File: src/rtl/mio_pkg.sv
// Shared definitions for the CPU data-side bridge: address map codes,
// peripheral selects and the bridge FSM state type.
package mio_pkg;

    localparam logic [3:0] REG_RAM    = 4'h0;
    localparam logic [3:0] REG_GPIO   = 4'hE;
    localparam logic [3:0] REG_PERIPH = 4'hF;

    localparam logic [1:0] OFF_SW  = 2'd0;
    localparam logic [1:0] OFF_CNT = 2'd1;

    localparam logic [31:0] UNMAPPED_DATA_DEFAULT = 32'hDEAD_BEEF;

    typedef enum logic [1:0] {
        ST_IDLE,
        ST_RAM_WAIT,
        ST_RESP
    } mio_state_e;

    typedef enum logic [1:0] {
        SEL_NONE,
        SEL_GPIO,
        SEL_SW,
        SEL_CNT
    } periph_sel_e;

endpackage

File: src/rtl/mio_periph_regs.sv
// On-chip peripheral registers behind the bridge: GPIO output, synchronised
// switch inputs and a free-running 32-bit cycle counter.
module mio_periph_regs
    import mio_pkg::*;
(
    input  logic        clk,
    input  logic        rst,
    input  logic        wr_i,
    input  periph_sel_e sel_i,
    input  logic [31:0] wdata_i,
    input  logic [15:0] sw_in_i,
    output logic [31:0] rdata_o,
    output logic [31:0] gpio_o
);

    logic [31:0] gpio_q;
    logic [31:0] cnt_q;
    logic [31:0] cnt_d;
    logic [15:0] sw_meta_q;
    logic [15:0] sw_sync_q;

    always_comb begin
        cnt_d = cnt_q + 32'd1;
        if (wr_i && sel_i == SEL_CNT) begin
            cnt_d = wdata_i;
        end
    end

    always_ff @(posedge clk or negedge rst) begin
        if (!rst) begin
            gpio_q    <= '0;
            cnt_q     <= '0;
            sw_meta_q <= '0;
            sw_sync_q <= '0;
        end else begin
            if (wr_i && sel_i == SEL_GPIO) begin
                gpio_q <= wdata_i;
            end
            cnt_q     <= cnt_d;
            sw_meta_q <= sw_in_i;
            sw_sync_q <= sw_meta_q;
        end
    end

    // Counter reads report the count as it stands after the acceptance edge.
    always_comb begin
        rdata_o = '0;
        case (sel_i)
            SEL_GPIO: rdata_o = gpio_q;
            SEL_SW:   rdata_o = {16'h0000, sw_sync_q};
            SEL_CNT:  rdata_o = cnt_q + 32'd1;
            default:  rdata_o = '0;
        endcase
    end

    assign gpio_o = gpio_q;

endmodule

File: src/rtl/mio_data_bridge.sv
// MEM-stage data bridge: decodes CPU data requests onto the data RAM or the
// peripheral registers and returns read data with a one-cycle ready pulse.
module mio_data_bridge
    import mio_pkg::*;
#(
    parameter int          RAM_AW        = 10,
    parameter int          RAM_LATENCY   = 1,
    parameter logic [31:0] UNMAPPED_DATA = UNMAPPED_DATA_DEFAULT
) (
    input  logic              clk,
    input  logic              rst,
    input  logic              cpu_mio,
    input  logic              cpu_we,
    input  logic [31:0]       cpu_addr,
    input  logic [31:0]       cpu_wdata,
    output logic [31:0]       cpu_rdata,
    output logic              mio_ready,
    output logic              ram_en,
    output logic              ram_we,
    output logic [RAM_AW-1:0] ram_addr,
    output logic [31:0]       ram_wdata,
    input  logic [31:0]       ram_rdata,
    input  logic [15:0]       sw_in,
    output logic [31:0]       gpio_out,
    output logic              bus_err
);

    localparam logic [1:0] WAIT_INIT = 2'(RAM_LATENCY);

    mio_state_e        state_q;
    logic [1:0]        wait_q;
    logic [31:0]       rdata_q;
    logic              mio_ready_q;
    logic              ram_en_q;
    logic              ram_we_q;
    logic [RAM_AW-1:0] ram_addr_q;
    logic [31:0]       ram_wdata_q;
    logic              bus_err_q;

    logic [3:0]  region;
    logic [1:0]  offset;
    periph_sel_e sel;
    logic        is_ram;
    logic        unmapped;
    logic        accept;
    logic        periph_wr;
    logic [31:0] periph_rdata;
    logic        unused_addr_bits;

    assign region           = cpu_addr[31:28];
    assign offset           = cpu_addr[3:2];
    assign unused_addr_bits = ^{cpu_addr[27:RAM_AW+2], cpu_addr[1:0]};

    always_comb begin
        sel = SEL_NONE;
        if (region == REG_GPIO) begin
            sel = SEL_GPIO;
        end else if (region == REG_PERIPH && offset == OFF_SW) begin
            sel = SEL_SW;
        end else if (region == REG_PERIPH && offset == OFF_CNT) begin
            sel = SEL_CNT;
        end
    end

    assign is_ram   = (region == REG_RAM);
    assign unmapped = !is_ram && (sel == SEL_NONE);

    // The CPU still holds cpu_mio during the ready cycle, so that cycle must not re-accept.
    assign accept    = (state_q == ST_IDLE) && cpu_mio && !mio_ready_q;
    assign periph_wr = accept && cpu_we;

    mio_periph_regs u_periph (
        .clk     (clk),
        .rst     (rst),
        .wr_i    (periph_wr),
        .sel_i   (sel),
        .wdata_i (cpu_wdata),
        .sw_in_i (sw_in),
        .rdata_o (periph_rdata),
        .gpio_o  (gpio_out)
    );

    always_ff @(posedge clk or negedge rst) begin
        if (!rst) begin
            state_q     <= ST_IDLE;
            wait_q      <= '0;
            rdata_q     <= '0;
            mio_ready_q <= 1'b0;
            ram_en_q    <= 1'b0;
            ram_we_q    <= 1'b0;
            ram_addr_q  <= '0;
            ram_wdata_q <= '0;
            bus_err_q   <= 1'b0;
        end else begin
            mio_ready_q <= 1'b0;
            ram_en_q    <= 1'b0;
            ram_we_q    <= 1'b0;
            case (state_q)
                ST_IDLE: begin
                    if (accept) begin
                        if (is_ram) begin
                            ram_en_q   <= 1'b1;
                            ram_addr_q <= cpu_addr[RAM_AW+1:2];
                            if (cpu_we) begin
                                ram_we_q    <= 1'b1;
                                ram_wdata_q <= cpu_wdata;
                                state_q     <= ST_RESP;
                            end else begin
                                wait_q  <= WAIT_INIT;
                                state_q <= ST_RAM_WAIT;
                            end
                        end else begin
                            if (unmapped) begin
                                bus_err_q <= 1'b1;
                            end
                            if (!cpu_we) begin
                                rdata_q <= unmapped ? UNMAPPED_DATA : periph_rdata;
                            end
                            state_q <= ST_RESP;
                        end
                    end
                end
                ST_RAM_WAIT: begin
                    wait_q <= wait_q - 2'd1;
                    if (wait_q == 2'd1) begin
                        rdata_q <= ram_rdata;
                        state_q <= ST_RESP;
                    end
                end
                ST_RESP: begin
                    mio_ready_q <= 1'b1;
                    state_q     <= ST_IDLE;
                end
                default: state_q <= ST_IDLE;
            endcase
        end
    end

    assign cpu_rdata = rdata_q;
    assign mio_ready = mio_ready_q;
    assign ram_en    = ram_en_q;
    assign ram_we    = ram_we_q;
    assign ram_addr  = ram_addr_q;
    assign ram_wdata = ram_wdata_q;
    assign bus_err   = bus_err_q;

endmodule

File: config.mk
export PLATFORM = sky130hd
export DESIGN_NAME = mio_data_bridge
export DESIGN_NICKNAME = d
export VERILOG_FILES = /design/src/rtl/mio_pkg.sv /design/src/rtl/mio_periph_regs.sv /design/src/rtl/mio_data_bridge.sv
export SDC_FILE = /design/constraint.sdc
export NUM_CORES = 1
export LEC_CHECK = 0
export ABC_CLOCK_PERIOD_IN_PS = 2900
export CAP_MARGIN = 20
export CELL_PAD_IN_SITES_DETAIL_PLACEMENT = 0
export CELL_PAD_IN_SITES_GLOBAL_PLACEMENT = 2
export CORE_AREA = 2 2 168 170
export DETAILED_ROUTE_END_ITERATION = 8
export DIE_AREA = 0 0 170 172
export GPL_ROUTABILITY_DRIVEN = 0
export PLACE_DENSITY = 0.87
export SLEW_MARGIN = 5
export SYNTH_ARGS = -nofsm -noshare
export SYNTH_HDL_FRONTEND = slang
export SYNTH_SLANG_ARGS = --single-unit
File: constraint.sdc
create_clock -name clk -period 2.9 [get_ports clk]
set_input_delay 0.29 -clock clk [delete_from_list [all_inputs] [get_ports clk]]
set_output_delay 0.29 -clock clk [all_outputs]
set_load 0.02 [all_outputs]
* After elaboration in Yosys (flattened, before gate mapping) *
Index checks and enable logic that the tools add are counted.

storage, ports and cells
  register bits after elaboration = 178
  bits in latches = 0
  memory bits (writable) = 0
  bits in read-only memories = 0
  input port bits = 116
  output and inout bits = 110
  memories = 0

operators by class
  add/subtract/negate cells = 2
  multipliers = 0
  divide/modulo/power cells = 0
  order comparisons = 0
  eq/ne operators = 14
  shifts and indexed selects = 0
  muxes and demuxes = 28
  bitwise logic cells = 1
  reductions and logical operators = 21

operator list
  cell                                                                   count
  32-bit 2-to-1 mux                                                      6
  32-bit case mux with 3 select lines                                    1
  32-bit case mux with 2 select lines                                    1
  32-bit by 1-bit adder with 32-bit output, second input constant        1
  2-bit 2-to-1 mux                                                       10
  4-bit AND reduction                                                    3
  2-bit != test, second input constant                                   5
  2-bit by 1-bit equality test with 1-bit output, second input constant  4
  4-bit equality test, second input constant                             2
  1-bit logical AND                                                      8
  1-bit 2-to-1 mux                                                       8
  2-bit case mux with 2 select lines                                     2
  2-bit equality test, second input constant                             3
  2-bit zero test                                                        3
  5-bit AND reduction                                                    1
  4-bit zero test                                                        1
  3-bit AND reduction                                                    1
  1-bit zero test                                                        2
  2-bit AND reduction                                                    1
  2-bit nonzero test                                                     1
  2-bit by 1-bit subtractor with 2-bit output, second input constant     1
  1-bit NOT                                                              1

* Longest topological paths before layout *
Gate-level depths: netlist (run 1).

  depth after elaboration = 12
  gate-level depth with buffers = 9

* Modules after synthesis *
Synthesis (run 1) repeated with hierarchy kept, for this count alone.

unflattened totals
  cells, all modules = 685
  area total of the unflattened synthesis = 7,936.4 um^2

by module, submodules not included
  module           times used  cells an instance  area each (um^2)
  mio_periph_regs  1           399                4,344.2
  mio_data_bridge  1           286                3,592.2

* Worst setup path before layout (run 1) *
OpenSTA, ideal clock, no wires.

  path kind = flip-flop to flip-flop
  from = reg u_periph.cnt_q[0]
  to = reg rdata_q[28] (netlist: cpu_rdata[28])
  setup time = 0.121 ns
  arrival time = 2.066 ns
  slack = 0.713 ns
  stages on the path, launching flop included = 8
  buffers on the path = 1
  period minus slack after synthesis = 2.187 ns
  cell sequence = dfrtp_1 > ha_1 > inv_1 > or4_4 > buf_6 > o41ai_2 > a21oi_1 > o22a_1

on the way
  word-level cells in the longest chain between the ends = 7

RTL lines
  item                                      RTL line                text
  from (decl)                               mio_periph_regs.sv:17   logic [31:0] cnt_q;
  from (signal assigned)                    mio_periph_regs.sv:39   cnt_q <= cnt_d;
  32-bit by 1-bit adder with 32-bit output  mio_periph_regs.sv:51   SEL_CNT: rdata_o = cnt_q + 32'd1;
  32-bit case mux with 3 select lines       mio_periph_regs.sv:48   case (sel_i)
  32-bit 2-to-1 mux                         mio_data_bridge.sv:117  rdata_q <= unmapped ? UNMAPPED_DATA : periph_rdata;
  32-bit 2-to-1 mux                         mio_data_bridge.sv:116  if (!cpu_we) begin
  32-bit 2-to-1 mux                         mio_data_bridge.sv:101  if (is_ram) begin
  32-bit 2-to-1 mux                         mio_data_bridge.sv:100  if (accept) begin
  32-bit case mux with 2 select lines       mio_data_bridge.sv:98   case (state_q)
  to (signal assigned)                      mio_data_bridge.sv:117
  to (signal assigned)                      mio_data_bridge.sv:126  rdata_q <= ram_rdata;
  to (decl)                                 mio_data_bridge.sv:32   logic [31:0] rdata_q;

Every way passes these cells. The select of a mux whose other input is x is not followed.
A chain may end at the register's enable or synchronous reset.

* Worst setup path in the final report (run 1) *
  from = reg u_periph.cnt_q[1]
  to = reg rdata_q[24] (netlist: cpu_rdata[24])

Same word-level chain as after synthesis.

==> impl_metrics.toml, run 1 <==
[pwr]
power.density_mw_per_mm2 = 809
p_comb_share_pct = 34.8
p_int_mw = 5.86
ir_drop_mv = 0.377
power_frac_clock_pct = 25.0
p_switching_mw = 3.12
p_leak_nw = 4.63
p_sw_share_pct = 34.8
seqPwrFrac_pct = 40.2

[cells_and_area]
fin_nets = 1097
drive_gt1_share_pct = 13.2
area_delta_synth_final_pct = 40.9
final_cells = 1339
nFillCells = 2724

[floorplanning]
dieWidth_microns = 170
pin_count = 226
start_util_pct = 28.7
rows = 61
die_y_microns = 172
die_area_sq_mm = 0.0292
core_sq_mm = 0.0275

[logic_synthesis]
ys_seq_area_share_pct = 56.5
postSynthCellCount = 761
synthFlopType = "dfrtp_1"
synth-seq-cells = 178
ys_warn_count = 0
syn_nets = 879
synth_edf_count = 0
ys_async_sr_fraction_pct = 100
synth.avg_cell_area_sq_um = 10.4
ys_types = 59
synth_area_sq_mm = 0.00788

[placement]
placed_cells = 1305
port_buffers = 207
hpwl_microns = 19000

[timing]
slew_viol_final = 0
relSlewSlack_pct = 56.2
tightest_slew_ns = 0.658
rsz0062_at_grt = "false"
fin_crit_sh_pct = 84.9
fin_crit_ns = 2.46
finClkSkew_ns = 0.00728
max_freq_mhz = 406
tns_ns = 0
finalSetupViolCount = 0
holdWs_ns = 0.290
hold_viol_final = 0

[worst_hold_path]
hp-start = "sw_in[0]"
hold_path.class = "primary input to register"

[global_routing]
grtUsageTotal_pct = 18.6
grt_pass1_wl_microns = 41000
grt_overflow = 0
antenna_found_initial = 2
grt_max_degree = 77
first_global_vias = 6861

[drt]
drtIter0Drc = 470
wl_per_cell_microns = 19.9
dr.pass1.iters = 5
drc = 0
drt-total-wl_microns = 26600
ant_nets = 0
vias_per_cell = 4.98
route.vias.total = 6668

[flow_run]
cap_violations = 0

[critical_path]
worstSetupEndpointType = "register"
start_kind = "register"
cp-startpoint = "u_periph.cnt_q[1]$_DFF_PN0_"
worstReg2RegStart = "u_periph.cnt_q[1]$_DFF_PN0_"
cp.arrival_ns = 2.82
cp_max_fo = 13
cp.required_ns = 3.25
criticalPathCategory = "register to register"

[clock_network]
clock-sinks = 178
htree_num_levels = 4
postCtsSetupBuffers = 0
clk_pin_slew_ns = 0.07
clkLatencyLatePin_ns = 0.43
clock_tree.root_cell = "clkbuf_16"
tritoncts = "built"
cts_inserted_buffers = 17
clk_path_buf_depth = 2

[status]
status = "finished, final reports clean"
[final timing paths]
path	endpoint	slack, ns	depth (start not counted)
hold reg to reg	u_periph.sw_sync_q[12]$_DFF_PN0_	0.35	0
setup / recovery	cpu_rdata[24]$_DFFE_PN0P_	0.44	6
min in group asynchronous	ram_we$_DFF_PN0_	0.48	2
max in group asynchronous	u_periph.gpio_o[8]$_DFFE_PN0P_	1.72	3
setup reg to reg	cpu_rdata[24]$_DFFE_PN0P_	0.44	6
hold / removal	u_periph.sw_meta_q[0]$_DFF_PN0_	0.29	1
[layout by cell type (no fill, tap or decap), drive strengths merged, types with 5 or more instances in the layout]
cell type / count
a221oi: 7
nor4: 13
xor2: 6
xnor2: 11
o211ai: 6
o22a: 7
inv: 14
mux2: 49
o21ai: 26
a2bb2oi: 5
a211oi: 17
nand3: 24
a31oi: 20
nor2: 63
dfrtp: 178
nand2: 139
clkdlybuf4s50: 206
nand4: 13
buf: 38
or3: 7
and3: 8
a311oi: 6
a21oi: 34
a21boi: 5
clkinv: 7
nor3: 10
clkbuf: 18
[power by group through the flow]
stage	logic [mW]	registers (mW)	clock network, mW
after floorplan	0.899	4.21	0
after global placement	3.11	3.63	0
after detailed placement	3.15	3.65	0
after CTS	3.16	3.61	2.30
after global routing	3.37	3.71	2.41
final	3.12	3.61	2.25
[Yosys cell counts, types with 3 or more instances]
library cell	number	share of area [%]
o221ai_1	3	0.33
a21oi_1	34	2.2
and4_1	3	0.33
xor2_1	6	0.67
buf_4	3	0.29
nand2b_1	3	0.24
xnor2_1	11	1.2
buf_2	4	0.25
nand3_1	24	1.5
dfrtp_1	178	57
inv_1	10	0.48
a311oi_1	6	0.67
a221oi_1	7	0.78
a2bb2oi_1	5	0.56
nor2_1	63	3.0
o21ai_0	26	1.7
o211ai_1	6	0.57
a31oi_1	20	1.6
and3_1	8	0.63
nor3_1	9	0.57
mux2_2	49	7.0
o21a_1	3	0.29
buf_1	6	0.29
o31ai_1	3	0.29
clkbuf_1	33	1.6
or3_1	7	0.56
a211oi_1	17	1.6
a21boi_0	5	0.48
a222oi_1	3	0.38
nand2_1	139	6.6
nor4_1	12	0.95
o22a_1	7	0.78
nand4_1	12	0.95
[flip-flops by register name (all words and copies together) (netlist names)]
signal,cells
cpu_rdata,32
ram_wdata,32
u_periph.cnt_q,32
u_periph.gpio_o,32
u_periph.sw_meta_q,16
u_periph.sw_sync_q,16
ram_addr,10
state_q,2
wait_q,2
bus_err,1
mio_ready,1
ram_en,1
ram_we,1
[worst max-delay path, stage by stage (launching register included)]
cell and delay (ns):
dfrtp_1 0.44, ha_1 0.30, inv_1 0.14, or4_4 0.68, or4_1 0.52, nor3b_1 0.16, nor3_2 0.15
[final cells by class]
cell class | instances | area (sq um) | area share (%)
inverters | 10 | 37.5 | 0.338
clock buffers | 17 | 425 | 3.83
flip-flops and latches | 178 | 4450 | 40.1
clock inverters | 15 | 134 | 1.21
repair buffers | 246 | 2410 | 21.7
multi-input cells | 526 | 3210 | 28.9
diodes | 1 | 2.50 | 0.0225
well taps | 346 | 433 | 3.90
[stage by stage]
step | power [mW] | area [sq um] | utilization, % | setup slack [ns]
after floorplan | 5.11 | 7880 | - | 0.713
after global placement | 6.74 | 10500 | 38.4 | 0.458
after detailed placement | 6.79 | 10500 | 38.4 | 0.434
after global routing | 9.49 | 11100 | 40.4 | 0.258
after CTS | 9.07 | 11100 | 40.4 | 0.426
final | 8.98 | 11100 | 40.4 | 0.439
[cell families after synthesis]
group | Yosys count | synth area share (%)
mux | 50 | 7.13
flops | 178 | 56.5
simple gates | 297 | 17.4
fa+ha+maj | 2 | 0.317
buf+inv | 57 | 3.02
compound gates | 160 | 13.8
xor+xnor | 17 | 1.89
[routing by layer]
metal	track usage [%]	up-vias	share of wire, %
li1	-	3172	-
met1	25.4	3279	47
met2	29.8	200	45
met3	5.22	17	6.9
met4	3.86	0	0.92
met5	0	-	0
[repair_timing]
action	CTS	global route
gates resized for setup	0	0
hold endpoints to repair	72	0
hold buffers	1	0
(Power assumes the default switching activity.)
==> inputs of run 2 (changes only) <==
Settings changed: ABC_CLOCK_PERIOD_IN_PS 2900 to 2100, CORE_AREA 2 2 168 170 to 2 2 178 180, DIE_AREA 0 0 170 172 to 0 0 180 182, PLACE_DENSITY 0.87 to 0.82.
Clock period 2.9 ns to 2.1 ns, I/O delays scaled along.
==> run 2 against run 1 <==
Compared with the run above: utilization shrank 1.6 points; flip-flop and latch count is the same; final cell count grew 8.9%; cell area grew 8.3%; register-to-register slack lost 0.42 ns; critical endpoint is now u_periph.cnt_q[22]$_DFF_PN0_; highest routed layer is now met5.
==> impl_metrics.toml, run 2 (synthesis results as in run 1) <==
[global_routing]
grt_overflow = 0
grtUsageTotal_pct = 17.7
grt_max_degree = 62
grt_pass1_wl_microns = 44100
antenna_found_initial = 1
first_global_vias = 7173

[critical_path]
worstReg2RegStart = "u_periph.cnt_q[8]$_DFF_PN0_"
cp_max_fo = 6
cp-startpoint = "u_periph.cnt_q[8]$_DFF_PN0_"
criticalPathCategory = "register to register"
cp.required_ns = 2.42
cp.arrival_ns = 2.40
start_kind = "register"
worstSetupEndpointType = "register"

[timing]
finClkSkew_ns = 0.0109
fin_crit_sh_pct = 98.9
relSlewSlack_pct = 62.0
tightest_slew_ns = 0.565
max_freq_mhz = 481
rsz0062_at_grt = "true"
holdWs_ns = 0.203
finalSetupViolCount = 0
slew_viol_final = 0
fin_crit_ns = 2.08
hold_viol_final = 0

[worst_hold_path]
hold_path.class = "primary input to register"
hp-start = "sw_in[12]"

[placement]
hpwl_microns = 21000
port_buffers = 207
placed_cells = 1416

[cells_and_area]
drive_gt1_share_pct = 20.4
final_util_pct = 38.8
nFillCells = 3079
final_cell_mix = "clkdlybuf4s50_1 (206), dfrtp_1 (177), nand2_1 (137)"
final_cells = 1458
area_delta_synth_final_pct = 52.7
final_common_cell = "clkdlybuf4s50_1"
fin_nets = 1162
n_antenna_cell = 0

[clock_network]
clock_tree.root_cell = "clkbuf_16"
cts_inserted_buffers = 17
clk_path_buf_depth = 2
htree_num_levels = 4
clk_pin_slew_ns = 0.07
clock-sinks = 178
clkLatencyLatePin_ns = 0.44
tritoncts = "built"

[drt]
drt-total-wl_microns = 29000
wl_per_cell_microns = 19.9
vias_per_cell = 4.79
ant_nets = 0
drc = 0
route.vias.total = 6977
drtIter0Drc = 378
dr.pass1.iters = 7

[floorplanning]
die_y_microns = 182
pin_count = 226
core_sq_mm = 0.0310
dieWidth_microns = 180
start_util_pct = 25.4
rows = 65
die_area_sq_mm = 0.0328

[pwr]
ir_drop_mv = 0.516
power.density_mw_per_mm2 = 1090
p_leak_nw = 5.09

[flow_run]
cap_violations = 0

[status]
status = "finished, final reports clean"
-- run 2: changes by cell type in the layout (fill, tap and decap cells not counted), sizes merged --
cell,before,now
clkinv,7,5
bufinv,1,3
or4,3,4
clkinvlp,3,1
buf,38,100
diode,1,0
bufbuf,0,1
clkbuf,18,20
-- run 2: worst paths after layout --
check	endpoint	slack (ns)	cells past startpoint
worst max-delay path	u_periph.cnt_q[22]$_DFF_PN0_	0.02	6
worst min-delay path	u_periph.sw_meta_q[12]$_DFF_PN0_	0.20	1
worst max register to register	u_periph.cnt_q[22]$_DFF_PN0_	0.02	6
worst min register to register	u_periph.sw_sync_q[2]$_DFF_PN0_	0.35	0
max in group asynchronous	cpu_rdata[15]$_DFFE_PN0P_	1.09	3
min in group asynchronous	ram_wdata[6]$_DFFE_PN0P_	0.34	2
-- run 2: critical path, cell delays in order (launching register included) --
cell      delay, ns
dfrtp_1        0.39
nand4_1        0.19
buf_4          0.21
or4_4          0.54
o31a_1         0.31
a311oi_1       0.26
nor2_1         0.07
-- run 2: metrics by stage --
stage	setup TNS [ns]	total power [mW]	setup WS, ns	instance area (sq um)
after global routing	-0.293	13.9	-0.0801	12000
after detailed placement	-6.06	9.68	-0.257	11200
after floorplan	0	7.06	0.00692	7900
final	0	13.2	0.0231	12000
after global placement	-5.14	9.62	-0.202	11200
after CTS	-0.426	13.2	-0.0809	11900
-- run 2: layer usage --
layer | GRT usage, % | part of all wire (%) | wire (microns)
met5 | 0 | 0.045 | 13
met4 | 4.49 | 1.2 | 344
met2 | 28.4 | 47 | 13600
met3 | 4.83 | 6.2 | 1800
met1 | 23.6 | 46 | 13200
-- run 2: area by class of cell --
type                            instances  area (sq um)  share of cell area (%)
Clock inverter                         13           175                    1.46
Sequential cell                       178          4460                    37.0
Timing Repair Buffer                  310          3080                    25.6
Tap cell                              402           503                    4.18
Multi-Input combinational cell        527          3350                    27.8
Inverter                               10          37.5                   0.312
Clock buffer                           18           439                    3.65
-- run 2: power breakdown --
| group | internal, mW | leakage [nW] | switching (mW) |
|---|---|---|---|
| logic | 2.42 | 2.64 | 2.40 |
| clock network | 1.92 | 0.299 | 1.46 |
| registers | 4.32 | 2.15 | 0.635 |
-- run 2: timing repair --
item / 4_1_cts / 5_1_grt
setup buffers: 3 / 4
pin swaps: 5 / 7
resized for setup: 7 / 21
hold buffers: 1 / 0
endpoints found under the hold margin: 56 / 0
gates cloned: 2 / 1
setup endpoints to repair: 11 / 33
